**config.mk**
```make
export PLATFORM = sky130hd
export DESIGN_NAME = alu_5op
export DESIGN_NICKNAME = d
export VERILOG_FILES = /design/src/rtl/alu_pkg.sv /design/src/rtl/alu_core.sv /design/src/rtl/alu_5op.sv
export SDC_FILE = /design/constraint.sdc
export NUM_CORES = 1
export LEC_CHECK = 0
export ABC_AREA = 1
export CAP_MARGIN = 30
export CORE_AREA = 2 2 39 41
export DETAILED_ROUTE_END_ITERATION = 10
export DIE_AREA = 0 0 41 43
export DONT_BUFFER_PORTS = 1
export PLACE_DENSITY = 0.7
export SLEW_MARGIN = 15
export SYNTH_ARGS = -nofsm -noshare
export SYNTH_HDL_FRONTEND = slang
export SYNTH_SLANG_ARGS = --single-unit
```
**constraint.sdc**
```tcl
create_clock -name clk -period 0.81 [get_ports clk]
set_input_delay 0.162 -clock clk [delete_from_list [all_inputs] [get_ports clk]]
set_output_delay 0.162 -clock clk [all_outputs]
set_load 0.02 [all_outputs]
```
**src/rtl/alu_pkg.sv**
```systemverilog
// ============================================================================
// alu_pkg : opcode type and opcode encodings shared by alu_core and alu_5op.
// Revision : 1.0
// ============================================================================
`default_nettype none

package alu_pkg;

  typedef logic [2:0] alu_op_t;

  localparam alu_op_t OP_ADD = 3'd0;
  localparam alu_op_t OP_SUB = 3'd1;
  localparam alu_op_t OP_MUL = 3'd2;
  localparam alu_op_t OP_AND = 3'd3;
  localparam alu_op_t OP_OR  = 3'd4;

endpackage : alu_pkg

`default_nettype wire

```
**src/rtl/alu_core.sv**
```systemverilog
// ============================================================================
// alu_core : combinational five-operation decode on zero-extended operands.
//            Opcode OP_MUL is only implemented when ALU_MUL_EN is defined.
// Revision : 1.0
// ============================================================================
`default_nettype none

module alu_core
  import alu_pkg::*;
#(
  parameter int WIDTH = 4
) (
  input  alu_op_t                control,
  input  logic [WIDTH-1:0]       in_data1,
  input  logic [WIDTH-1:0]       in_data2,
  output logic [2*WIDTH-1:0]     out_data
);

  logic [2*WIDTH-1:0] a_ext;
  logic [2*WIDTH-1:0] b_ext;

  assign a_ext = {{WIDTH{1'b0}}, in_data1};
  assign b_ext = {{WIDTH{1'b0}}, in_data2};

  // Double-width arithmetic keeps the ADD carry and full MUL product;
  // SUB wraps modulo 2^(2*WIDTH).
  always_comb begin
    out_data = '0;
    case (control)
      OP_ADD:  out_data = a_ext + b_ext;
      OP_SUB:  out_data = a_ext - b_ext;
`ifdef ALU_MUL_EN
      OP_MUL:  out_data = a_ext * b_ext;
`endif
      OP_AND:  out_data = a_ext & b_ext;
      OP_OR:   out_data = a_ext | b_ext;
      default: out_data = '0;
    endcase
  end

endmodule : alu_core

`default_nettype wire

```
**src/rtl/alu_5op.sv**
```systemverilog
// ============================================================================
// alu_5op : registered five-operation ALU, one-cycle latency, no backpressure.
//           Define ALU_MUL_EN to enable the multiply opcode.
// Revision : 1.0
// ============================================================================
`default_nettype none

module alu_5op
  import alu_pkg::*;
#(
  parameter int WIDTH = 4
) (
  input  logic                   clk,
  input  logic                   rst_n,
  input  logic                   in_valid,
  input  logic [2:0]             control,
  input  logic [WIDTH-1:0]       in_data1,
  input  logic [WIDTH-1:0]       in_data2,
  output logic                   out_valid,
  output logic [2*WIDTH-1:0]     out_data
);

  logic [2*WIDTH-1:0] core_res;
  logic [2*WIDTH-1:0] data_d;
  logic [2*WIDTH-1:0] data_q;
  logic               valid_q;

  alu_core #(
    .WIDTH    (WIDTH)
  ) u_core (
    .control  (alu_op_t'(control)),
    .in_data1 (in_data1),
    .in_data2 (in_data2),
    .out_data (core_res)
  );

  // Result only advances on an accepted transaction; otherwise it holds.
  assign data_d = in_valid ? core_res : data_q;

  always_ff @(posedge clk or negedge rst_n) begin
    if (!rst_n) begin
      data_q  <= '0;
      valid_q <= 1'b0;
    end else begin
      data_q  <= data_d;
      valid_q <= in_valid;
    end
  end

  assign out_data  = data_q;
  assign out_valid = valid_q;

endmodule : alu_5op

`default_nettype wire

```
==> results <==
-- timing repair --
action / 4_1_cts / 5_1_grt
gates resized for setup: 6 / 7
endpoints found under the hold margin: 8 / 0
hold buffers: 2 / 0
pin swaps: 11 / 3
endpoints found under the setup margin: 14 / 15
-- power groups by stage --
stage	logic [uW]	clock network (uW)	registers, uW
2_1_floorplan	235	0	445
3_3_place_gp	322	0	445
3_5_place_dp	331	0	447
4_1_cts	355	317	445
5_1_grt	421	354	450
6_report	375	317	446
-- layer usage --
| layer | global-route usage [%] | up-vias |
|---|---|---|
| met3 | 4.19 | 5 |
| met4 | 10.0 | 0 |
| met2 | 31.9 | 16 |
| met1 | 18.7 | 317 |
| met5 | 0 | - |
| li1 | - | 355 |
-- flip-flops by register name (all words and copies together) (netlist names) --
name	flops
out_data	6
out_valid	1
-- worst register-to-register path: stages, from the launching register on --
cell and delay, ns:
dfrtp_2 0.45, nand2_1 0.09, nand2_1 0.06
-- cell families after synthesis --
family	share of synthesized area, %
and+or+nand+nor	28.1
adders and majority gates	26.0
AOI/OAI and AO/OA	9.07
DFF	24.0
buffers and inverters	12.8
-- per-stage QoR --
stage                     hold WS, ns  instance area [sq um]  utilization, %
after floorplan                -0.134                    802               -
after global placement         -0.133                    902            65.2
after detailed placement       -0.133                    902            65.2
after CTS                      0.0220                    961            69.4
after global routing           0.0239                    990            71.5
final                          0.0189                    990            71.5
-- how the worst min path moves through the flow --
stage,from,endpoint,slack [ns]
after floorplan,rst_n,out_data[0],-0.13
after CTS,in_valid,out_data[2],0.02
after detailed placement,rst_n,out_data[0],-0.13
final,in_valid,out_data[2],0.02
after global placement,rst_n,out_valid,-0.13
after global routing,in_valid,out_data[4],0.02
-- placed cells by master, fill, tap and decap left out, types with 4 or more instances in the layout --
master	n
inv_2	5
dfrtp_2	6
buf_4	10
nand2_1	31
ha_4	5
nand3_1	9
nor2_1	4
ha_1	7
inv_1	14
-- layout make-up --
type | count | area, sq um
multi-input cells | 74 | 551
inverters | 21 | 95.1
clock buffers | 4 | 26.3
fillers | 112 | 394
repair buffers | 13 | 115
well taps | 16 | 20.0
flip-flops and latches | 7 | 183
==> out/qor.csv <==
metric,value,unit
status,"complete, but fails checks",
violations,negative setup slack,
cts_tree,built,
r2r_setup_slack,0.10,ns
tns,-1.69,ns
hold_viol,0,
path_buf_inv,2,
required,0.95,ns
cts_htree_levels,1,
yosys_warnings,0,
clkTransAtPathRegs,0.05,ns
vias_per_cell,5.13,
grt_pass1_vias,636,
cp_max_fo,2,
p_int,749,uW
pwr-share-seq,39.2,%
cts_buffer_depth,2,
design.portCount,23,
max-cap-violations,0,
relSlewSlack,79.5,%
r2r_end,out_data[3],
max_stage_delay,0.52,ns
cpMaxStageDelayCell,fa_2,
finalMaxSlewViolations,0,
synth_edf_count,0,
cts_root_buf,clkbuf_4,
endpoint_kind,flop,
route.met3.wl,77,microns
dp.cells,129,
syn_to_final_growth,35.4,%
reg2reg_depth,2,
synth_cell_types,17,
switching_share,34.2,%
place_ws,-0.506,ns
chipWidth,41,microns
reg2reg_from,out_data[3],
core,1380,sq um
synth_nets,132,
critical_path.cell_chain,ha_4 -> inv_2 -> fa_2 -> inv_1 -> nand2_1 -> o2111ai_2 -> nand2_1 -> nand2_1,
cp-startpoint,in_data1[0],
drt.antenna.violating_nets,0,
drtPass1Iterations,4,
met1_length,636,microns
p_comb_share,33.0,%
wirelength,1570,microns
synth.most_common_cell,nand2_1,
cp.arrival,1.18,ns
syn_area_per_cell,7.03,sq um
drc_errors,0,
synth_common_cells,"nand2_1 (31), inv_1 (19), ha_1 (12), nand3_1 (9), dfrtp_1 (7)",
setup_viol,14,
dr.max_layer_used,met4,
clock_sinks,7,
fin_total_pwr,1140,uW
yosys-top-cells-area,"dfrtp_1 (24%), ha_1 (21%), nand2_1 (16%), inv_1 (9.8%), nand3_1 (6.2%)",
power_switching,390,uW
endpoint,out_data[1],
synth_seq_cells,7,
post-route-period-util,129,%
die_y,43,microns
cts_setup_buffers,0,
vias,693,
layout-drive-gt1-share,34.5,%
vdd_drop_max,0.504,mV
hold_depth,2,
cp_num_cells,8,
drtIter0Drc,8,
stdcell_count,135,
cp_top_family,adder cells,
port_buffers,0,
wl_per_cell,11.7,microns
gp_congestion,0.842,
skew,0,ns
die-area,1760,sq um
cts-buffers-inserted,3,
finalWorstSetupSlack,-0.232,ns
antenna_found_initial,0,
initial_utilization,52.8,%
critical_path.most_common_cell,nand2_1,
synth_seq_area_share,24.0,%
synth-async-reset-ratio,100,%
grt_pass1_wl,2240,microns
num_antenna_cells,0,
grt_setup_unrepaired,true,
holdCritPathClass,input pin to flop,
fmax,960,MHz
hpwl,1280,microns
clock_power_share,27.8,%
ys.flop_type,dfrtp_1,
synth_top_area_share,24.0,%
route.met2.wl,832,microns
post-synth-top-area-cell,dfrtp_1,
syn_area,731,sq um
critPathKind,input pin to flop,
netlist_instances,104,
layout.nets,148,
grt_usage,18.4,%
grt_max_degree,8,
critPathLaunchType,input pin,
period_needed,1.04,ns
clkLatencyLatePin,0.25,ns
tightest_slew,0.306,ns
power.density,1150,nW/um^2
row_count,14,
p_leak,0.000495,uW
overflow,0,
(Power assumes the default switching activity.)
